File: config.mk
export PLATFORM = sky130hd
export DESIGN_NAME = exe_stage_ctrl
export DESIGN_NICKNAME = d
export VERILOG_FILES = /design/src/rtl/exe_stage_ctrl.sv
export SDC_FILE = /design/constraint.sdc
export NUM_CORES = 1
export LEC_CHECK = 0
export CORE_ASPECT_RATIO = 1.75
export CORE_MARGIN = 3
export CORE_UTILIZATION = 48
export DETAILED_ROUTE_END_ITERATION = 8
export MAX_ROUTING_LAYER = met4
export PLACE_DENSITY = 0.87
export SLEW_MARGIN = 20
export SYNTH_ARGS = -nofsm -noshare
export SYNTH_HDL_FRONTEND = slang
export SYNTH_SLANG_ARGS = --single-unit
File: constraint.sdc
create_clock -name clk -period 4.6 [get_ports clk]
set_clock_uncertainty 0.05 [all_clocks]
set_input_delay 0.92 -clock clk [delete_from_list [all_inputs] [get_ports clk]]
set_output_delay 0.92 -clock clk [all_outputs]
set_load 0.02 [all_outputs]
File: src/rtl/exe_stage_ctrl.sv
// ---------------------------------------------------------------------------
// exe_stage_ctrl
//
// Execute stage of the pipeline. It holds the ID/EX register, runs the ALU
// on the ID/EX contents, keeps the NZCV status register, resolves branches,
// and holds the EX/MEM register. It reads the decode control bundle exactly
// as the control unit emits it: EXE_CMD, WB_EN, MEM_R_EN, MEM_W_EN, B and S.
//
// Optional feature macro: EXE_BRANCH_COUNT_EN
//   defined   : branch_count counts the branches that leave EX (it wraps).
//   undefined : branch_count is tied to 0 and no counter is built.
//
// Ports
//   clk            in   clock; all state changes on the rising edge
//   rst            in   synchronous active-high reset
//   mem_stall      in   hold ID/EX, EX/MEM and the status register
//   id_bubble      in   load a NOP into ID/EX instead of the id_* inputs
//   id_wb_en       in   decode: register write-back enable
//   id_mem_r_en    in   decode: memory read enable
//   id_mem_w_en    in   decode: memory write enable
//   id_b           in   decode: branch
//   id_s           in   decode: update status flags
//   id_exe_cmd     in   decode: 4-bit ALU command
//   id_val_rn      in   first operand (also the store data)
//   id_val2        in   second operand
//   id_dest        in   destination register index
//   id_pc          in   PC+4 of the instruction
//   id_imm24       in   signed branch offset, in words
//   status         out  {N,Z,C,V}
//   branch_taken   out  B bit of the ID/EX register (combinational)
//   branch_addr    out  ID/EX pc + (sext(imm24) << 2), mod 2^DW
//   mem_wb_en      out  EX/MEM write-back enable
//   mem_r_en       out  EX/MEM memory read enable
//   mem_w_en       out  EX/MEM memory write enable
//   mem_alu_res    out  EX/MEM ALU result
//   mem_st_val     out  EX/MEM val_rn, used as the store data
//   mem_dest       out  EX/MEM destination register index
//   branch_count   out  branch counter (0 when the feature is off)
//
// DW is the datapath width. The ALU and its flags assume DW = 32. RW is the
// width of a register index.
// ---------------------------------------------------------------------------
module exe_stage_ctrl #(
  parameter int DW = 32,
  parameter int RW = 4
) (
  input  logic          clk,
  input  logic          rst,
  input  logic          mem_stall,
  input  logic          id_bubble,
  input  logic          id_wb_en,
  input  logic          id_mem_r_en,
  input  logic          id_mem_w_en,
  input  logic          id_b,
  input  logic          id_s,
  input  logic [3:0]    id_exe_cmd,
  input  logic [DW-1:0] id_val_rn,
  input  logic [DW-1:0] id_val2,
  input  logic [RW-1:0] id_dest,
  input  logic [DW-1:0] id_pc,
  input  logic [23:0]   id_imm24,
  output logic [3:0]    status,
  output logic          branch_taken,
  output logic [DW-1:0] branch_addr,
  output logic          mem_wb_en,
  output logic          mem_r_en,
  output logic          mem_w_en,
  output logic [DW-1:0] mem_alu_res,
  output logic [DW-1:0] mem_st_val,
  output logic [RW-1:0] mem_dest,
  output logic [31:0]   branch_count
);

  // ALU command encoding used by the control unit.
  typedef enum logic [3:0] {
    CMD_NOP = 4'b0000,
    CMD_MOV = 4'b0001,
    CMD_ADD = 4'b0010,
    CMD_ADC = 4'b0011,
    CMD_SUB = 4'b0100,
    CMD_SBC = 4'b0101,
    CMD_AND = 4'b0110,
    CMD_ORR = 4'b0111,
    CMD_EOR = 4'b1000,
    CMD_MVN = 4'b1001
  } exe_cmd_e;

  // Contents of the ID/EX register. The all-zero value is a NOP.
  typedef struct packed {
    logic          wb_en;
    logic          mem_r_en;
    logic          mem_w_en;
    logic          b;
    logic          s;
    logic [3:0]    exe_cmd;
    logic [DW-1:0] val_rn;
    logic [DW-1:0] val2;
    logic [RW-1:0] dest;
    logic [DW-1:0] pc;
    logic [23:0]   imm24;
  } idex_t;

  // Contents of the EX/MEM register.
  typedef struct packed {
    logic          wb_en;
    logic          mem_r_en;
    logic          mem_w_en;
    logic [DW-1:0] alu_res;
    logic [DW-1:0] st_val;
    logic [RW-1:0] dest;
  } exmem_t;

  localparam int MSB = DW - 1;

  idex_t         idex_q, idex_d;
  exmem_t        exmem_q, exmem_d;
  logic [3:0]    status_q, status_d;

  // ALU signals
  logic [DW-1:0] alu_a, alu_b, alu_res;
  logic [DW:0]   alu_sum;
  logic          carry_in;
  logic          flag_n, flag_z, flag_c, flag_v;

  // -------------------------------------------------------------------------
  // Branch resolution. The target is computed from the ID/EX copy, so it
  // stays stable for as long as a stall holds the branch in EX.
  // -------------------------------------------------------------------------
  assign branch_taken = idex_q.b;
  assign branch_addr  = idex_q.pc + {{(DW-26){idex_q.imm24[23]}}, idex_q.imm24, 2'b00};

  // -------------------------------------------------------------------------
  // ID/EX register
  // A taken branch loads a NOP into ID/EX on the edge where the branch
  // leaves EX. This drops the instruction fetched behind it, so no external
  // flush is needed.
  // -------------------------------------------------------------------------
  always_comb begin
    idex_d = idex_q;
    if (!mem_stall) begin
      if (branch_taken || id_bubble) begin
        idex_d = '0;
      end else begin
        idex_d.wb_en    = id_wb_en;
        idex_d.mem_r_en = id_mem_r_en;
        idex_d.mem_w_en = id_mem_w_en;
        idex_d.b        = id_b;
        idex_d.s        = id_s;
        idex_d.exe_cmd  = id_exe_cmd;
        idex_d.val_rn   = id_val_rn;
        idex_d.val2     = id_val2;
        idex_d.dest     = id_dest;
        idex_d.pc       = id_pc;
        idex_d.imm24    = id_imm24;
      end
    end
  end

  always_ff @(posedge clk) begin
    if (rst) begin
      idex_q <= '0;
    end else begin
      idex_q <= idex_d;
    end
  end

  // -------------------------------------------------------------------------
  // ALU
  // Subtraction is done as a + ~b + carry_in. The carry out of the top bit
  // is then directly NOT borrow. SUB uses carry_in = 1. SBC uses the stored
  // C, which gives a - b - (~C).
  // -------------------------------------------------------------------------
  assign alu_a = idex_q.val_rn;
  assign alu_b = idex_q.val2;

  always_comb begin
    alu_res  = '0;
    alu_sum  = '0;
    carry_in = 1'b0;
    flag_c   = status_q[1];
    flag_v   = status_q[0];
    case (exe_cmd_e'(idex_q.exe_cmd))
      CMD_MOV: alu_res = alu_b;
      CMD_MVN: alu_res = ~alu_b;
      CMD_AND: alu_res = alu_a & alu_b;
      CMD_ORR: alu_res = alu_a | alu_b;
      CMD_EOR: alu_res = alu_a ^ alu_b;
      CMD_ADD, CMD_ADC: begin
        carry_in = (idex_q.exe_cmd == CMD_ADC) ? status_q[1] : 1'b0;
        alu_sum  = {1'b0, alu_a} + {1'b0, alu_b} + {{DW{1'b0}}, carry_in};
        alu_res  = alu_sum[MSB:0];
        flag_c   = alu_sum[DW];
        // Overflow: the operands have the same sign and the result sign differs.
        flag_v   = (alu_a[MSB] == alu_b[MSB]) && (alu_res[MSB] != alu_a[MSB]);
      end
      CMD_SUB, CMD_SBC: begin
        carry_in = (idex_q.exe_cmd == CMD_SBC) ? status_q[1] : 1'b1;
        alu_sum  = {1'b0, alu_a} + {1'b0, ~alu_b} + {{DW{1'b0}}, carry_in};
        alu_res  = alu_sum[MSB:0];
        flag_c   = alu_sum[DW];
        // Overflow: the operands have different signs and the result sign
        // differs from a.
        flag_v   = (alu_a[MSB] != alu_b[MSB]) && (alu_res[MSB] != alu_a[MSB]);
      end
      default: alu_res = '0;
    endcase
    flag_n = alu_res[MSB];
    flag_z = (alu_res == '0);
  end

  // -------------------------------------------------------------------------
  // Status register
  // A branch never writes flags, even when S is set in the bundle. The new
  // flags land on the edge that ends the EX cycle. A back-to-back ADC or SBC
  // therefore sees the updated C with no forwarding.
  // -------------------------------------------------------------------------
  always_comb begin
    status_d = status_q;
    if (!mem_stall && idex_q.s && !idex_q.b) begin
      status_d = {flag_n, flag_z, flag_c, flag_v};
    end
  end

  always_ff @(posedge clk) begin
    if (rst) begin
      status_q <= 4'b0000;
    end else begin
      status_q <= status_d;
    end
  end

  // -------------------------------------------------------------------------
  // EX/MEM register
  // The enables are masked with B, so a branch never reaches write-back or
  // memory as a real access.
  // -------------------------------------------------------------------------
  always_comb begin
    exmem_d = exmem_q;
    if (!mem_stall) begin
      exmem_d.wb_en    = idex_q.wb_en    & ~idex_q.b;
      exmem_d.mem_r_en = idex_q.mem_r_en & ~idex_q.b;
      exmem_d.mem_w_en = idex_q.mem_w_en & ~idex_q.b;
      exmem_d.alu_res  = alu_res;
      exmem_d.st_val   = idex_q.val_rn;
      exmem_d.dest     = idex_q.dest;
    end
  end

  always_ff @(posedge clk) begin
    if (rst) begin
      exmem_q <= '0;
    end else begin
      exmem_q <= exmem_d;
    end
  end

  assign status      = status_q;
  assign mem_wb_en   = exmem_q.wb_en;
  assign mem_r_en    = exmem_q.mem_r_en;
  assign mem_w_en    = exmem_q.mem_w_en;
  assign mem_alu_res = exmem_q.alu_res;
  assign mem_st_val  = exmem_q.st_val;
  assign mem_dest    = exmem_q.dest;

  // -------------------------------------------------------------------------
  // Branch counter
  // A branch is counted on the edge where it leaves EX. While a stall holds
  // it in place it is not counted, so every branch is counted exactly once.
  // -------------------------------------------------------------------------
`ifdef EXE_BRANCH_COUNT_EN
  logic [31:0] branch_count_q, branch_count_d;

  always_comb begin
    branch_count_d = branch_count_q;
    if (branch_taken && !mem_stall) begin
      branch_count_d = branch_count_q + 32'd1;
    end
  end

  always_ff @(posedge clk) begin
    if (rst) begin
      branch_count_q <= 32'd0;
    end else begin
      branch_count_q <= branch_count_d;
    end
  end

  assign branch_count = branch_count_q;
`else
  assign branch_count = 32'd0;
`endif

endmodule

-- After elaboration in Yosys (flattened, before gate mapping)
Index checks and enable logic that the tools add are counted.
- word-level logic and storage cells: 63
- output and inout bits: 140
- flip-flop bits (word level): 208
- input port bits: 137
- eq/ne operators: 13
- add/sub/neg operators: 5
- muxes and demuxes: 6
- reductions and logical operators: 12
- bitwise gates (word level): 8
- operators with widths (kind ; number):
    32-bit one-hot mux with 7 select lines ; 1
    133-bit two-way mux ; 1
    32-bit by 32-bit adder with 33-bit output ; 2
    33-bit by 1-bit adder with 33-bit output ; 2
    32-bit adder ; 1
    32-bit AND ; 1
    32-bit zero test ; 1
    32-bit inverter ; 1
    32-bit bitwise OR ; 1
    32-bit bitwise XOR ; 1
    4-bit by 3-bit == test with 1-bit output (second input constant) ; 4
    4-bit by 2-bit == test with 1-bit output (second input constant) ; 2
    4-bit == test (second input constant) ; 2
    4-bit by 1-bit == test with 1-bit output (second input constant) ; 1
    1-bit logical AND ; 4
    1-bit one-hot mux with 2 select lines ; 2
    2-bit OR reduction ; 2
    1-bit AND ; 3
    1-bit inequality test ; 3
    1-bit zero test ; 2
    1-bit two-way mux ; 2
    2-bit AND reduction ; 1
    2-bit nonzero test ; 1
    1-bit == test ; 1
    other kinds (2) ; 2

-- Logic depth before layout (Yosys ltp)
- word-level depth: 6
- gate-level depth with buffers: 22
- mapped depth without buffers: 18

-- Least setup slack after synthesis
No wires, ideal clock.
- path type: register to register
- start point: register idex_q[125] (netlist name)
- end point: register status_q[2], in the netlist status[2]
- period minus slack after synthesis: 5.088 ns
- setup time: 0.059 ns
- data required time: 4.491 ns
- path buffers: 5
- slack: -0.488 ns
- cell stages (with the launch flop): 23
- arrival: 4.979 ns
- cells stage by stage: dfxtp_1 -> buf_2 -> clkbuf_1 -> nor2_1 -> clkbuf_1 -> buf_1 -> clkbuf_1 -> nand3b_1 -> fa_1 -> inv_1 -> fa_1 -> o21bai_1 -> a2111oi_2 -> nor2_1 -> o21ai_2 -> a211oi_1 -> o2111a_1 -> o32ai_1 -> nand3_1 -> nor4_1 -> nand4_1 -> nor4_1 -> a41o_1
- cells in the longest elaborated chain, start to end: 5
- elaborated cells on any way between the ends: 17
- those cells by class: add/sub: 2; eq/ne: 9; mux: 3; reduce/logical: 3
- ends and longest elaborated chain (item ; line ; source):
    start, declared ; 115 ; idex_t idex_q, idex_d;
    start signal, assigned ; 163 ; idex_q <= idex_d;
    4-bit by 3-bit == test with 1-bit output or 4-bit by 2-bit == test with 1-bit output (tied branches) ; n/a ;
    1-bit two-way mux, on equally long branches ; 197, 189 ;
    33-bit by 1-bit adder with 33-bit output, on equally long branches ; 198, 190 ;
    32-bit one-hot mux with 7 select lines (*) ; 182 ; case (exe_cmd_e'(idex_q.exe_cmd))
    32-bit zero test (*) ; 208 ; flag_z = (alu_res == '0);
    end signal, assigned ; 228 ; status_q <= status_d;
    end, declared ; 117 ; logic [3:0] status_q, status_d;
Every way passes the cells marked *; elsewhere a longest branch is shown, timed or not.
A chain may end at the register's enable or synchronous reset.

-- Worst setup path after layout
- start point: register idex_q[1] (netlist name)
- end point: output branch_addr[31]
- cells in the longest elaborated chain, start to end: 1
- ends and longest elaborated chain (item ; line ; source):
    32-bit adder ; 130 ; assign branch_addr = idex_q.pc + {{(DW-26){idex_q.imm24[23]}}, idex_q.imm24, 2'b00};
    end, declared ; 64 ; output logic [DW-1:0] branch_addr,
Every way passes these cells.

==> reports/qor.txt <==
Post-DP Area: 17,400 µm²
Main combinational cell family by area after synthesis: compound AO/OA/AOI/OAI gates
Fmax: 219.8 MHz
Synth Area in Simple Gates: 0.1722
Final nets: 2,329
Sequential Area: 4169 µm²
CORE AREA: 29,600 µm²
Fill cells: 2,653
DRT Pass-1 Iters: 5
Crit path max fanout: 4
Root buf cell: clkbuf_16
Area leader, netlist: dfxtp_1
Tmin final: 4.550 ns
Reg clk slew, reported paths: 0.06 ns
HPWL after detailed placement: 38,040 µm
Commonest non-fill, non-tap cells in the layout: 313 x nor2_1, 228 x clkdlybuf4s50_1, 204 x dfxtp_1
First-pass GRT wire length: 78,630 µm
Area of the mapped netlist: 14,570 µm²
Final Max Tran Viols: 0
Seq/Total Area, Yosys: 0.2857
Max Cap Viol: 0
Initial Utilization: 0.4924
Final hold vios: 0
WS Path Type: flop to primary output
Sw Ratio: 0.3014
Multi-input gate area: 9455 µm²
Clock network fraction of total power: 0.381
Tot GR Track Use: 0.3122
Total grt overflow: 0
Total CTS buffers: 22
Vias post-DR: 14,640
CP cell instances: ha_1 > a21o_1 > a21oi_2 > nor2b_1 > o21a_1 > o211ai_1 > a21oi_1 > a211oi_2 > o21bai_2 > a211o_1 > a31oi_1 > o21ba_1 > xnor2_1 > buf_2
Commonest non-fill, non-tap cell in the layout: nor2_1
Status: completed
Dominant synthesized flop cell: dfxtp_1
Setup WS post-layout: 0.05049 ns
First DRT Iteration DRCs: 906
EDFF count, synth: 0
Worst Max-Slew Pin Slew: 1.063 ns
Row count: 83
Clock Path Buffers: 3
Post-DR wirelength/cell: 20.74 µm
Relative slew slack: 0.2917
Mux share of post-synthesis cell area: 0.04413
Port-buffer cells: 244
Crit start category: flop
Hold_ws: 0.4124 ns
Synth async-reset ratio: 0
Synth warn: 0
Total Die Area: 32,570 µm²
Share of cells above drive strength 1: 0.07752
Post-synthesis cell type count: 88
DP Cell Count: 2,420
R2r worst-path depth: 19
Io pins: 277
Cells after Synth: 1,854
Clock latency on the worst-skew pair: 0.54 ns
Clock sink total: 208
Avg Synthesized Cell Area: 7.861 µm²
Final period util: 0.9890
Type of the worst min-delay path: flop to flop
Largest net degree at the start of global routing: 167
Pleak: 0.007444 µW
WP buf/inv: 1
Slowest stage cell, crit path: dfxtp_1
P&R area growth vs syn: 25.24%
Detailed-route DRC error count: 0
Worst slack at placement: 0.02704 ns
Comb power frac: 0.237
Initial antenna violation count: 1
Post-synth top area share: 0.2857
Post-Route WL: 51,020 µm
Final setup vio count: 0
Synth Area in Compound Gates: 0.2653
Synth Area in XOR/XNOR: 0.03546
Synth Area in Adders: 0.1133
CTS tree: done
P per Cell Area: 276.4 nW/µm²
Seq pwr share: 0.382
Peak VDD IR: 0.2707 mV
Finished Layout Cells: 2,460
Vias per Instance: 5.949
Instance count on the critical path: 14
Design area: 18,250 µm²
WHS Path Cells: 2
RSZ-0062 raised after global routing: yes
Cts hold-fix bufs: 0
Cell internal pwr: 3524 µW
Largest stage delay, worst path: 0.33 ns
Yosys reg bits: 208
Crit-path leading delay family: compound AO/OA/AOI/OAI gates
Dominant cells by area after synthesis: dfxtp_1 29%, ha_1 11%, nor2_1 8.1%
Die height: 236.5 µm
Chip Width: 137.7 µm
Final GP Congestion: 0.9848
P_sw: 1521 µW
Critical Path RT: 3.63 ns
Vias in the first global route: 14,790
Routed Antenna Nets: 0
H-tree depth: 1
Endpoint class of the critical path: primary output
WP data arrival: 3.58 ns
worst paths after layout:
path | to | slack [ns] | from
worst max-delay path | branch_addr[31] | 0.05 | idex_q[1]
worst min-delay path | status[0] | 0.41 | status[0]
worst max register to register | status[2] | 0.28 | idex_q[126]
worst min register to register | status[0] | 0.41 | status[0]
power by group through the flow:
stage	sequential [µW]	clock [µW]	combinational, µW
floorplan	1980	0	713
global placement	1960	0	1160
detailed placement	1970	0	1170
CTS	1930	1960	1170
global route	1940	2010	1290
finish	1930	1920	1200
cells in the mapped netlist (9+ instances only):
cell type and count:
ha_1 124, o22ai_1 13, nor2b_1 17, o31ai_1 15
a21oi_1 123, buf_2 14, a221oi_1 9, xor2_1 18
dfxtp_1 208, nand2b_1 28, inv_1 128, o211ai_1 15
nor4_1 15, nor2_1 316, clkbuf_1 100, xnor2_1 41
a22oi_1 146, nand3_1 23, buf_4 35, nor3_1 18
nor3b_1 9, a21o_1 20, and3_1 11, a211oi_1 22
nand2_1 79, or3_1 13, mux2i_1 62, nand4_1 11
a31oi_1 13, o21a_1 14, o21bai_1 11, o21ai_0 50
cells by family (layout without fill, tap and decap cells):
logic type | count (synthesis) | after routing
fa+ha+maj | 129 | 129
simple gates | 562 | 562
buf+inv | 283 | 475
flops | 208 | 208
mux | 63 | 63
xor+xnor | 59 | 59
compound gates | 549 | 549
other cells | 1 | 33
worst min-delay path: stages (launching register included):
cell,delay [ns]
dfxtp_1,0.31
nand2_1,0.05
a21oi_1,0.05
area by class of cell:
| class | instances | area share |
|---|---|---|
| clock inverter | 9 | 0.006992 |
| antenna | 1 | 0.0001371 |
| multi-input combinational | 1394 | 0.5180 |
| sequential | 208 | 0.2284 |
| tap | 382 | 0.02619 |
| clock buffer | 29 | 0.03496 |
| timing repair buffer | 308 | 0.1588 |
| inverter | 129 | 0.02653 |
routing by layer:
metal	GRT usage	part of all wire	vias up
li1	-	-	6925
met1	0.3110	0.35	6949
met2	0.5645	0.52	573
met3	0.05846	0.063	188
met4	0.1627	0.062	0
met5	-	0	-
what timing repair did:
item	4_1_cts	5_1_grt
setup endpoints to repair	15	18
setup buffers	1	0
gates resized for setup	38	40
pin swaps	5	6
state kept, by name (all words and copies together), names as in the netlist:
signal and flops:
idex_q 68, alu_a 32, alu_b 32, mem_alu_res 32, mem_st_val 32, mem_dest 4, status 4, branch_taken 1
mem_r_en 1, mem_w_en 1, mem_wb_en 1
metrics by stage:
| step | utilization | TNS (ns) | power [µW] |
|---|---|---|---|
| after CTS | 0.6145 | -0.1492 | 5062 |
| after global routing | 0.6167 | -0.2130 | 5235 |
| after floorplan | - | 0 | 2690 |
| after global placement | 0.5878 | 0 | 3119 |
| final | 0.6167 | 0 | 5045 |
| after detailed placement | 0.5878 | 0 | 3137 |
Note: power is estimated with default switching activity, not from simulation.
